File: src/rtl/layered_frame_compositor_if.sv
`default_nettype none
// ============================================================================
// Module   : layered_frame_compositor_if
// Purpose  : Groups the pixel-timing, layer and frame-handshake signals that
//            connect the timing generator, layer renderers and game logic to
//            the layered frame compositor.
// Ports    : master - drives timing/layer/ack inputs, receives video + status
//            slave  - compositor side (consumes inputs, drives outputs)
// Revision : 1.0 - initial release
// ============================================================================
interface layered_frame_compositor_if #(
  parameter int NUM_LAYERS  = 3,
  parameter int COLOR_W     = 8,
  parameter int X_W         = 11,
  parameter int Y_W         = 10,
  parameter int FRAME_CNT_W = 16
);
  // Timing generator side
  logic [X_W-1:0]                x_pixel;
  logic [Y_W-1:0]                y_pixel;
  logic                          hsync_in;
  logic                          vsync_in;
  // Layer renderers
  logic [NUM_LAYERS*COLOR_W-1:0] layer_color;
  logic [NUM_LAYERS-1:0]         layer_opaque;
  logic [COLOR_W-1:0]            bg_color;
  logic                          mode;
  // Game logic handshake
  logic                          frame_ack;
  // Video output and status
  logic [COLOR_W-1:0]            color;
  logic                          hsync;
  logic                          vsync;
  logic                          frame_done;
  logic [FRAME_CNT_W-1:0]        frame_count;
  logic [7:0]                    overrun_count;

  modport master (
    output x_pixel, y_pixel, hsync_in, vsync_in,
    output layer_color, layer_opaque, bg_color, mode, frame_ack,
    input  color, hsync, vsync, frame_done, frame_count, overrun_count
  );

  modport slave (
    input  x_pixel, y_pixel, hsync_in, vsync_in,
    input  layer_color, layer_opaque, bg_color, mode, frame_ack,
    output color, hsync, vsync, frame_done, frame_count, overrun_count
  );
endinterface
`default_nettype wire

File: src/rtl/layered_frame_compositor.sv
`default_nettype none
// ============================================================================
// Module   : layered_frame_compositor
// Purpose  : N-layer pixel compositor. Merges per-layer colour/opacity
//            (priority mux or OR-blend), blanks outside the active area and
//            delays HSYNC/VSYNC through a fixed PIPE_STAGES-deep pipeline so
//            they stay pixel-aligned. Also raises a frame-done handshake
//            toward game logic and counts frames.
// Ports    : clk      - pixel clock
//            reset_n  - asynchronous active-low reset
//            bus      - layered_frame_compositor_if.slave (timing, layers,
//                       mode, frame_ack in; color, syncs, frame_done,
//                       frame_count, overrun_count out)
// Config   : COMPOSITOR_OVERRUN_CNT_EN - when defined, overrun_count counts
//            unacknowledged frame events (saturating at 255); otherwise it
//            is tied to 0.
// Revision : 1.0 - initial release
// ============================================================================
module layered_frame_compositor #(
  parameter int NUM_LAYERS  = 3,
  parameter int COLOR_W     = 8,
  parameter int X_W         = 11,
  parameter int Y_W         = 10,
  parameter int H_ACTIVE    = 800,
  parameter int V_ACTIVE    = 600,
  parameter int FRAME_LINE  = 600,
  parameter int PIPE_STAGES = 2,
  parameter int FRAME_CNT_W = 16,
  parameter bit SYNC_IDLE   = 1'b1
) (
  input  logic                      clk,
  input  logic                      reset_n,
  layered_frame_compositor_if.slave bus
);

  localparam logic [X_W-1:0] c_h_active   = X_W'(H_ACTIVE);
  localparam logic [Y_W-1:0] c_v_active   = Y_W'(V_ACTIVE);
  localparam logic [Y_W-1:0] c_frame_line = Y_W'(FRAME_LINE);

  // --------------------------------------------------------------------------
  // Composite: evaluated on the raw inputs so that mode, background and all
  // layers are taken from the same pixel, then captured at stage 1.
  // --------------------------------------------------------------------------
  logic [COLOR_W-1:0] w_prio;
  logic [COLOR_W-1:0] w_or;
  logic               w_any;
  logic               w_blank;
  logic [COLOR_W-1:0] w_pix;

  always_comb begin
    w_prio  = bus.bg_color;
    w_or    = '0;
    w_any   = 1'b0;
    w_blank = (bus.x_pixel >= c_h_active) || (bus.y_pixel >= c_v_active);
    // Walk from the highest index down so the lowest opaque layer wins.
    for (int i = NUM_LAYERS - 1; i >= 0; i--) begin
      if (bus.layer_opaque[i]) begin
        w_prio = bus.layer_color[i*COLOR_W +: COLOR_W];
        w_or   = w_or | bus.layer_color[i*COLOR_W +: COLOR_W];
        w_any  = 1'b1;
      end
    end
    if (w_blank) begin
      w_pix = '0;
    end else if (!w_any) begin
      w_pix = bus.bg_color;
    end else if (bus.mode) begin
      w_pix = w_or;
    end else begin
      w_pix = w_prio;
    end
  end

  // --------------------------------------------------------------------------
  // Pixel / sync delay line. Colour and syncs share one pipeline so they can
  // never drift apart.
  // --------------------------------------------------------------------------
  logic [COLOR_W-1:0]     r_color_pipe [PIPE_STAGES];
  logic [PIPE_STAGES-1:0] r_hs_pipe;
  logic [PIPE_STAGES-1:0] r_vs_pipe;

  always_ff @(posedge clk or negedge reset_n) begin
    if (!reset_n) begin
      for (int s = 0; s < PIPE_STAGES; s++) begin
        r_color_pipe[s] <= '0;
      end
      r_hs_pipe <= {PIPE_STAGES{SYNC_IDLE}};
      r_vs_pipe <= {PIPE_STAGES{SYNC_IDLE}};
    end else begin
      r_color_pipe[0] <= w_pix;
      r_hs_pipe[0]    <= bus.hsync_in;
      r_vs_pipe[0]    <= bus.vsync_in;
      for (int s = 1; s < PIPE_STAGES; s++) begin
        r_color_pipe[s] <= r_color_pipe[s-1];
        r_hs_pipe[s]    <= r_hs_pipe[s-1];
        r_vs_pipe[s]    <= r_vs_pipe[s-1];
      end
    end
  end

  assign bus.color = r_color_pipe[PIPE_STAGES-1];
  assign bus.hsync = r_hs_pipe[PIPE_STAGES-1];
  assign bus.vsync = r_vs_pipe[PIPE_STAGES-1];

  // --------------------------------------------------------------------------
  // Frame event: rising edge of (x==0 && y==FRAME_LINE). The previous value
  // of the condition is held so a stalled X at 0 fires only once.
  // --------------------------------------------------------------------------
  logic w_frame_cond;
  logic r_frame_cond;
  logic w_frame_evt;

  assign w_frame_cond = (bus.x_pixel == '0) && (bus.y_pixel == c_frame_line);
  assign w_frame_evt  = w_frame_cond & ~r_frame_cond;

  always_ff @(posedge clk or negedge reset_n) begin
    if (!reset_n) begin
      r_frame_cond <= 1'b0;
    end else begin
      r_frame_cond <= w_frame_cond;
    end
  end

  // --------------------------------------------------------------------------
  // Frame-done handshake
  // --------------------------------------------------------------------------
  typedef enum logic [0:0] {
    ST_IDLE = 1'b0,
    ST_PEND = 1'b1
  } state_t;

  state_t                 r_state;
  state_t                 w_state_next;
  logic [FRAME_CNT_W-1:0] r_frame_count;

  always_ff @(posedge clk or negedge reset_n) begin
    if (!reset_n) begin
      r_state       <= ST_IDLE;
      r_frame_count <= '0;
    end else begin
      r_state <= w_state_next;
      if (w_frame_evt) begin
        r_frame_count <= r_frame_count + FRAME_CNT_W'(1);
      end
    end
  end

  always_comb begin
    w_state_next = r_state;
    case (r_state)
      ST_IDLE: begin
        if (w_frame_evt) begin
          w_state_next = ST_PEND;
        end
      end
      ST_PEND: begin
        // A new event re-arms even when an ack arrives in the same cycle.
        if (!w_frame_evt && bus.frame_ack) begin
          w_state_next = ST_IDLE;
        end
      end
      default: w_state_next = ST_IDLE;
    endcase
  end

  assign bus.frame_done  = (r_state == ST_PEND);
  assign bus.frame_count = r_frame_count;

  // --------------------------------------------------------------------------
  // Overrun counter
  // --------------------------------------------------------------------------
`ifdef COMPOSITOR_OVERRUN_CNT_EN
  logic       w_overrun;
  logic [7:0] r_overrun_cnt;

  assign w_overrun = (r_state == ST_PEND) && w_frame_evt && !bus.frame_ack;

  always_ff @(posedge clk or negedge reset_n) begin
    if (!reset_n) begin
      r_overrun_cnt <= 8'd0;
    end else if (w_overrun && (r_overrun_cnt != 8'hFF)) begin
      r_overrun_cnt <= r_overrun_cnt + 8'd1;
    end
  end

  assign bus.overrun_count = r_overrun_cnt;
`else
  assign bus.overrun_count = 8'd0;
`endif

endmodule
`default_nettype wire

File: src/flat_wrapper.sv
// flat-port wrapper written by rule: the top's interface ports become plain ports
module layered_frame_compositor_flat 
#(
  parameter int NUM_LAYERS  = 3,
  parameter int COLOR_W     = 8,
  parameter int X_W         = 11,
  parameter int Y_W         = 10,
  parameter int H_ACTIVE    = 800,
  parameter int V_ACTIVE    = 600,
  parameter int FRAME_LINE  = 600,
  parameter int PIPE_STAGES = 2,
  parameter int FRAME_CNT_W = 16,
  parameter bit SYNC_IDLE   = 1'b1
)
  (clk, reset_n, bus_x_pixel, bus_y_pixel, bus_hsync_in, bus_vsync_in, bus_layer_color, bus_layer_opaque, bus_bg_color, bus_mode, bus_frame_ack, bus_color, bus_hsync, bus_vsync, bus_frame_done, bus_frame_count, bus_overrun_count);
  layered_frame_compositor_if #(.NUM_LAYERS(NUM_LAYERS), .COLOR_W(COLOR_W), .X_W(X_W), .Y_W(Y_W), .FRAME_CNT_W(FRAME_CNT_W)) bus_i ();
  input  logic clk;
  input  logic reset_n;
  input wire logic [$bits(bus_i.x_pixel)-1:0] bus_x_pixel;
  input wire logic [$bits(bus_i.y_pixel)-1:0] bus_y_pixel;
  input wire logic [$bits(bus_i.hsync_in)-1:0] bus_hsync_in;
  input wire logic [$bits(bus_i.vsync_in)-1:0] bus_vsync_in;
  input wire logic [$bits(bus_i.layer_color)-1:0] bus_layer_color;
  input wire logic [$bits(bus_i.layer_opaque)-1:0] bus_layer_opaque;
  input wire logic [$bits(bus_i.bg_color)-1:0] bus_bg_color;
  input wire logic [$bits(bus_i.mode)-1:0] bus_mode;
  input wire logic [$bits(bus_i.frame_ack)-1:0] bus_frame_ack;
  output wire logic [$bits(bus_i.color)-1:0] bus_color;
  output wire logic [$bits(bus_i.hsync)-1:0] bus_hsync;
  output wire logic [$bits(bus_i.vsync)-1:0] bus_vsync;
  output wire logic [$bits(bus_i.frame_done)-1:0] bus_frame_done;
  output wire logic [$bits(bus_i.frame_count)-1:0] bus_frame_count;
  output wire logic [$bits(bus_i.overrun_count)-1:0] bus_overrun_count;
  assign bus_i.x_pixel = bus_x_pixel;
  assign bus_i.y_pixel = bus_y_pixel;
  assign bus_i.hsync_in = bus_hsync_in;
  assign bus_i.vsync_in = bus_vsync_in;
  assign bus_i.layer_color = bus_layer_color;
  assign bus_i.layer_opaque = bus_layer_opaque;
  assign bus_i.bg_color = bus_bg_color;
  assign bus_i.mode = bus_mode;
  assign bus_i.frame_ack = bus_frame_ack;
  assign bus_color = bus_i.color;
  assign bus_hsync = bus_i.hsync;
  assign bus_vsync = bus_i.vsync;
  assign bus_frame_done = bus_i.frame_done;
  assign bus_frame_count = bus_i.frame_count;
  assign bus_overrun_count = bus_i.overrun_count;
  layered_frame_compositor #(.NUM_LAYERS(NUM_LAYERS), .COLOR_W(COLOR_W), .X_W(X_W), .Y_W(Y_W), .H_ACTIVE(H_ACTIVE), .V_ACTIVE(V_ACTIVE), .FRAME_LINE(FRAME_LINE), .PIPE_STAGES(PIPE_STAGES), .FRAME_CNT_W(FRAME_CNT_W), .SYNC_IDLE(SYNC_IDLE)) u_core (.clk(clk), .reset_n(reset_n), .bus(bus_i));
endmodule
File: config.mk
export PLATFORM = sky130hd
export DESIGN_NAME = layered_frame_compositor_flat
export DESIGN_NICKNAME = d
export VERILOG_FILES = /design/src/rtl/layered_frame_compositor_if.sv /design/src/rtl/layered_frame_compositor.sv /design/src/flat_wrapper.sv
export SDC_FILE = /design/constraint.sdc
export NUM_CORES = 1
export LEC_CHECK = 0
export BUFFER_PORTS_ARGS = -buffer_cell sky130_fd_sc_hd__buf_2
export CELL_PAD_IN_SITES_DETAIL_PLACEMENT = 0
export CELL_PAD_IN_SITES_GLOBAL_PLACEMENT = 1
export CORE_ASPECT_RATIO = 1.75
export CORE_MARGIN = 2
export CORE_UTILIZATION = 30
export DETAILED_ROUTE_END_ITERATION = 6
export GPL_ROUTABILITY_DRIVEN = 1
export MAX_ROUTING_LAYER = met4
export PLACE_DENSITY = 0.74
export RECOVER_POWER = 50
export SYNTH_ARGS = -nofsm -noshare
export SYNTH_HDL_FRONTEND = slang
export SYNTH_SLANG_ARGS = --single-unit
export TNS_END_PERCENT = 10
File: constraint.sdc
create_clock -name clk -period 1.65 [get_ports clk]
set_clock_uncertainty 0.2 [all_clocks]
set_input_delay 0.165 -clock clk [delete_from_list [all_inputs] [get_ports clk]]
set_output_delay 0.165 -clock clk [all_outputs]
set_load 0.02 [all_outputs]
=== After elaboration in Yosys (flattened, before gate mapping) ===
Cells that the tools add are included.

* Word-level logic and storage cells: 36
* Register bits after elaboration: 38

* Bitwise operators: 5
* Magnitude comparators: 2
* Reductions and logical operators: 5
* Add/sub/neg operators: 1
* Equality and inequality tests: 1
* Mux-type cells: 15

{| class="wikitable"
|+ Operator list
! operator !! number
|-
| $mux 8 || 9
|-
| $add 16x1->16 const B || 1
|-
| $or 8x8->8 || 2
|-
| $ge 11x10->1 const B || 1
|-
| $logic_not 11->1 || 1
|-
| $eq 10x10->1 const B || 1
|-
| $ge 10x10->1 const B || 1
|-
| $mux 1 || 5
|-
| $logic_and 1x1->1 || 2
|-
| $not 1->1 || 2
|-
| $pmux 1 s2 || 1
|-
| $and 1x1->1 || 1
|-
| $logic_not 1->1 || 1
|-
| $logic_or 1x1->1 || 1
|}

=== Logic depth before layout (Yosys ltp) ===
* Word-level depth: 8
* Mapped depth: 6
* Mapped depth without buffers: 5

=== Worst setup path before layout ===
Ideal clock, no wire load.

* Path kind: in2reg
* Start point: input port bus_x_pixel[0]
* End point: register u_core.r_frame_count[11], in the netlist u_core.bus.frame_count[11]
* Stages: 6
* Required time: 1370 ps
* Arrival time: 1498 ps
* Slack: -127 ps
* Cells stage by stage: nor4_2 > nand4_1 > or3_1 > buf_6 > nor4_1 > xor2_1

* Longest elaborated chain between the ends: 3

{| class="wikitable"
|+ Ends and longest elaborated chain
! item !! RTL line !! RTL
|-
| start, declared || flat_wrapper.sv:19 || <nowiki>input wire logic [$bits(bus_i.x_pixel)-1:0] bus_x_pixel;</nowiki>
|-
| $logic_not 11->1 || layered_frame_compositor.sv:113 || <nowiki>assign w_frame_cond = (bus.x_pixel == '0) && (bus.y_pixel == c_frame_line);</nowiki>
|-
| $logic_and 1x1->1 || layered_frame_compositor.sv:113 ||
|-
| $and 1x1->1 || layered_frame_compositor.sv:114 || <nowiki>assign w_frame_evt = w_frame_cond & ~r_frame_cond;</nowiki>
|-
| end signal, assigned || layered_frame_compositor.sv:143 || <nowiki>r_frame_count <= r_frame_count + FRAME_CNT_W'(1);</nowiki>
|-
| end, declared || layered_frame_compositor.sv:134 || <nowiki>logic [FRAME_CNT_W-1:0] r_frame_count;</nowiki>
|}

No other way between the ends.
A chain may end at the register's enable or synchronous reset.

=== Worst setup path in the final report ===
* Start point: register u_core.r_frame_count[11], in the netlist u_core.bus.frame_count[11]
* End point: register u_core.r_frame_count[15], in the netlist u_core.bus.frame_count[15]

* Longest elaborated chain between the ends: 1

{| class="wikitable"
|+ Ends and longest elaborated chain
! item !! RTL line
|-
| $add 16x1->16 || layered_frame_compositor.sv:143
|}

No other way between the ends.

==> insert_results.sql <==
INSERT INTO impl_metrics (metric_group, metric, value, unit) VALUES
('synth', 'netlist-cell-type-count', '34', ''),
('critical_path', 'reg2reg_slack', '30', 'ps'),
('hold_path', 'min_delay_path_depth', '3', ''),
('power_and_ir_drop', 'p_seq_share', '46.9', '%'),
('clock_network', 'clkSlewWorstSetupHoldPaths', '70', 'ps'),
('synth', 'share_of_the_yosys_chip_area_belonging_to_registers', '49.7', '%'),
('detailed_routing', 'drtIter0Drc', '44', ''),
('final_layout', 'synthToLayoutAreaGrowth', '47.6', '%'),
('floorplan', 'core', '6180', 'um^2'),
('detailed_routing', 'drtAntennaViolNets', '0', ''),
('synth', 'ffs_latches_synth', '38', ''),
('placed_design', 'postPlaceCellArea', '2520', 'um^2'),
('timing', 'unrepaired_setup_endpoints_after_global_routing', 'yes', ''),
('power_and_ir_drop', 'power_report.internal_total', '1600', 'uW'),
('status', 'outcome', 'completed', ''),
('detailed_routing', 'route.detailed.vias_per_inst', '4.57', ''),
('global_route', 'grt_util_all_layers', '14.1', '%'),
('critical_path', 'r2r-start', 'u_core.bus.frame_count[11]$_DFFE_PN0P_', ''),
('synth', 'asyncSetResetFlopFracSynth', '100', '%'),
('clock_network', 'clock_tree.htree_level_count', '2', ''),
('detailed_routing', 'drt-wirelength-per-cell', '12.3', 'um'),
('clock_network', 'clock_sinks', '38', ''),
('timing', 'setup_viol_count_final', '0', ''),
('floorplan', 'dieWidth', '64.5', 'um'),
('final_layout', 'num-nets-final', '371', ''),
('hold_path', 'hold_path_startpoint', 'bus_layer_color[5]', ''),
('global_route', 'grt_max_degree', '39', ''),
('global_route', 'grt_overflow', '0', ''),
('power_and_ir_drop', 'power-per-cell-area', '729', 'nW/um^2'),
('clock_network', 'cts_made_buffers', '5', ''),
('timing', 'timing.final.max_slew_violations', '0', ''),
('clock_network', 'cts_tree', 'yes', ''),
('power_and_ir_drop', 'vdd_drop_max', '404', 'uV'),
('detailed_routing', 'post-route-drc-count', '0', ''),
('synth', 'synthesis.instances', '193', ''),
('floorplan', 'std_cell_rows', '38', ''),
('critical_path', 'setup_crit_start_kind', 'flop', ''),
('floorplan', 'die_span_in_y', '110', 'um'),
('final_layout', 'antenna_cells', '0', ''),
('hold_path', 'whs_endpoint', 'u_core.r_color_pipe[13]$_DFF_PN0_', ''),
('placed_design', 'portBuffers', '88', ''),
('timing', 'fin_crit_sh', '98.4', '%'),
('placed_design', 'place_congestion', '0.745', ''),
('critical_path', 'reg2reg_depth', '5', ''),
('placed_design', 'hpwl', '3730', 'um'),
('power_and_ir_drop', 'netSwitchingFraction', '22.7', '%'),
('power_and_ir_drop', 'leakage', '0.00153', 'uW'),
('timing', 'relSlewSlack', '39.4', '%'),
('detailed_routing', 'route.final.wire_length', '4780', 'um'),
('detailed_routing', 'via_count', '1778', ''),
('critical_path', 'required_time_at_the_worst_slack_endpoint', '1660', 'ps'),
('critical_path', 'timing.critical_path.arrival', '1630', 'ps'),
('floorplan', 'ioPinCount', '97', ''),
('floorplan', 'starting_density', '31.1', '%'),
('critical_path', 'worst_setup_path_end_kind', 'flop', ''),
('timing', 'timing.fmax', '0.616', 'GHz'),
('synth', 'total_standard_cell_area_after_synthesis', '1920', 'um^2'),
('detailed_routing', 'detail_route.first_pass.iterations', '4', ''),
('final_layout', 'final_cell_area', '2840', 'um^2'),
('clock_network', 'ctsLongestPathBuffers', '2', ''),
('timing', 'timing_worst_slew_pin_value', '909', 'ps'),
('critical_path', 'timing.setup.critical_path_class', 'reg -> reg', ''),
('clock_network', 'clk-insertion-delay-late', '280', 'ps'),
('clock_network', 'buffer_cell_driving_the_clock_tree_root', 'sky130_fd_sc_hd__clkbuf_8', ''),
('power_and_ir_drop', 'p_sw', '470', 'uW'),
('global_route', 'initial_antenna_violation_count', '0', ''),
('power_and_ir_drop', 'p_comb_share', '14.6', '%'),
('critical_path', 'critical_path.reg2reg.endpoint', 'u_core.bus.frame_count[15]$_DFFE_PN0P_', ''),
('hold_path', 'worst_hold_path_type', 'in -> reg', ''),
('floorplan', 'design.die.area', '7090', 'um^2'),
('final_layout', 'finish.utilization', '45.9', '%'),
('critical_path', 'critPathMaxFanout', '3', ''),
('power_and_ir_drop', 'share_clk_of_total_power', '38.5', '%'),
('timing', 'timing_hold_violations_final', '0', ''),
('run', 'max-cap-violations', '0', ''),
('synth', 'synthesis.yosys.warnings', '0', ''),
('global_route', 'vias_in_the_first_global_route', '1783', ''),
('timing', 'final.min_clock_period', '1620', 'ps'),
('synth', 'yosys_most_used_dff', 'sky130_fd_sc_hd__dfrtp_1', ''),
('synth', 'postSynthAreaPerCell', '9.96', 'um^2'),
('synth', 'number_of_enable_type_register_cells_in_the_synthesized_netlist', '0', ''),
('global_route', 'grt_pass1_wl', '7580', 'um'),
('final_layout', 'drive_gt1_share', '45.0', '%');
## power groups by stage
stage | clock (uW) | combinational (uW) | sequential (uW)
3_5_place_dp | 0 | 280 | 989
2_1_floorplan | 0 | 162 | 992
3_3_place_gp | 0 | 278 | 989
4_1_cts | 832 | 302 | 971
6_report | 797 | 302 | 971
5_1_grt | 872 | 337 | 973
## cell usage after synthesis, types with 2 or more instances
cell,count,share of area [%]
sky130_fd_sc_hd__a211oi_1,8,3.1
sky130_fd_sc_hd__nor3_1,10,2.6
sky130_fd_sc_hd__nand4_1,6,2.0
sky130_fd_sc_hd__buf_4,16,6.2
sky130_fd_sc_hd__nor2_1,12,2.3
sky130_fd_sc_hd__dfrtp_1,34,44
sky130_fd_sc_hd__nor4_1,4,1.3
sky130_fd_sc_hd__dfstp_2,4,5.5
sky130_fd_sc_hd__inv_1,9,1.8
sky130_fd_sc_hd__nand2_1,18,3.5
sky130_fd_sc_hd__and3_1,2,0.65
sky130_fd_sc_hd__a2bb2oi_1,7,3.2
sky130_fd_sc_hd__xnor2_1,10,4.6
sky130_fd_sc_hd__o21ai_0,4,1.0
sky130_fd_sc_hd__a22oi_1,8,3.1
sky130_fd_sc_hd__nor4_2,2,1.3
sky130_fd_sc_hd__or3_1,2,0.65
sky130_fd_sc_hd__xor2_1,5,2.3
sky130_fd_sc_hd__and2_2,2,0.78
sky130_fd_sc_hd__and2_1,2,0.65
sky130_fd_sc_hd__clkbuf_1,6,1.2
sky130_fd_sc_hd__a21oi_1,8,2.1
sky130_fd_sc_hd__nand3_1,3,0.78
## what timing repair did
| item | 4_1_cts | 5_1_grt |
|---|---|---|
| gates cloned | 0 | 0 |
| buffers inserted | 0 | 3 |
| hold endpoints to repair | 45 | 0 |
| setup endpoints to repair | 4 | 8 |
| hold buffers | 12 | 0 |
| pin swaps | 0 | 6 |
| resized for setup | 1 | 11 |
## sequential cells by signal, indices dropped and copies added (netlist names)
register / flops
u_core.bus.color: 8
u_core.bus.frame_count: 16
u_core.bus.frame_done: 1
u_core.r_color_pipe: 8
u_core.r_frame_cond: 1
u_core.r_hs_pipe: 2
u_core.r_vs_pipe: 2
## routing by layer
metal | vias up | track usage [%] | wire [um]
li1 | 880 | - | -
met1 | 832 | 13.0 | 1710
met2 | 60 | 27.9 | 2800
met3 | 6 | 1.64 | 194
met4 | 0 | 7.14 | 78
met5 | - | - | 0
## metrics by stage
| stage | TNS (ps) | total power (uW) | hold slack [ps] | cells | setup WS (ps) |
|---|---|---|---|---|---|
| after floorplan | -308 | 1150 | -331 | 200 | -94.8 |
| after global placement | -2300 | 1270 | 37.5 | 366 | -283 |
| after detailed placement | -2680 | 1270 | 44.6 | 366 | -362 |
| after CTS | 0 | 2110 | 26.9 | 386 | 22.6 |
| after global routing | -163 | 2180 | 56.4 | 389 | -53.2 |
| final | 0 | 2070 | 33.5 | 389 | 26.8 |
## cell type report
class                           instances  area, um^2
Fill cell                             646        3340
Inverter                                9        33.8
Timing Repair Buffer                  125         742
Clock buffer                            7        86.3
Sequential cell                        38         956
Multi-Input combinational cell        129         890
Clock inverter                          1        30.0
Tap cell                               80         100
## cell families after synthesis
group,count (synthesis),share of synthesized area [%]
fa+ha+maj,1,0.651
compound gates,36,13.0
flops,38,49.7
simple gates,67,18.5
other cells,1,0.195
mux,2,1.11
xor+xnor,15,6.83
buf+inv,33,9.95
## cell usage in the layout (no fill, tap or decap), types with 9 or more instances in the layout
cell type                       instances
sky130_fd_sc_hd__dlygate4sd3_1         12
sky130_fd_sc_hd__inv_1                  9
sky130_fd_sc_hd__nand2_1               17
sky130_fd_sc_hd__buf_4                 23
sky130_fd_sc_hd__dfrtp_1               34
sky130_fd_sc_hd__nor2_1                12
sky130_fd_sc_hd__buf_2                 88
sky130_fd_sc_hd__nor3_1                 9
sky130_fd_sc_hd__xnor2_1               10
## worst max-delay path by stage
stage,from,endpoint,slack (ps),cells past startpoint
finish,u_core.bus.frame_count[11]$_DFFE_PN0P_,u_core.bus.frame_count[15]$_DFFE_PN0P_,30,5
global route,u_core.bus.frame_count[0]$_DFFE_PN0P_,u_core.bus.frame_count[11]$_DFFE_PN0P_,-50,5
CTS,u_core.r_frame_cond$_DFF_PN0_,u_core.bus.frame_count[15]$_DFFE_PN0P_,20,3
detailed placement,bus_x_pixel[0],u_core.bus.frame_count[15]$_DFFE_PN0P_,-360,6
global placement,bus_y_pixel[0],u_core.bus.frame_count[11]$_DFFE_PN0P_,-280,6
floorplan,bus_x_pixel[0],u_core.bus.frame_count[15]$_DFFE_PN0P_,-90,6
## critical path, cell delays in order, from the launching register on
cell                      delay, ps
sky130_fd_sc_hd__dfrtp_1        400
sky130_fd_sc_hd__and3_4         220
sky130_fd_sc_hd__and3_4         200
sky130_fd_sc_hd__nand2_4         50
sky130_fd_sc_hd__nor4_4         300
sky130_fd_sc_hd__xor2_1         180
Power figures use the tool's default switching activity.
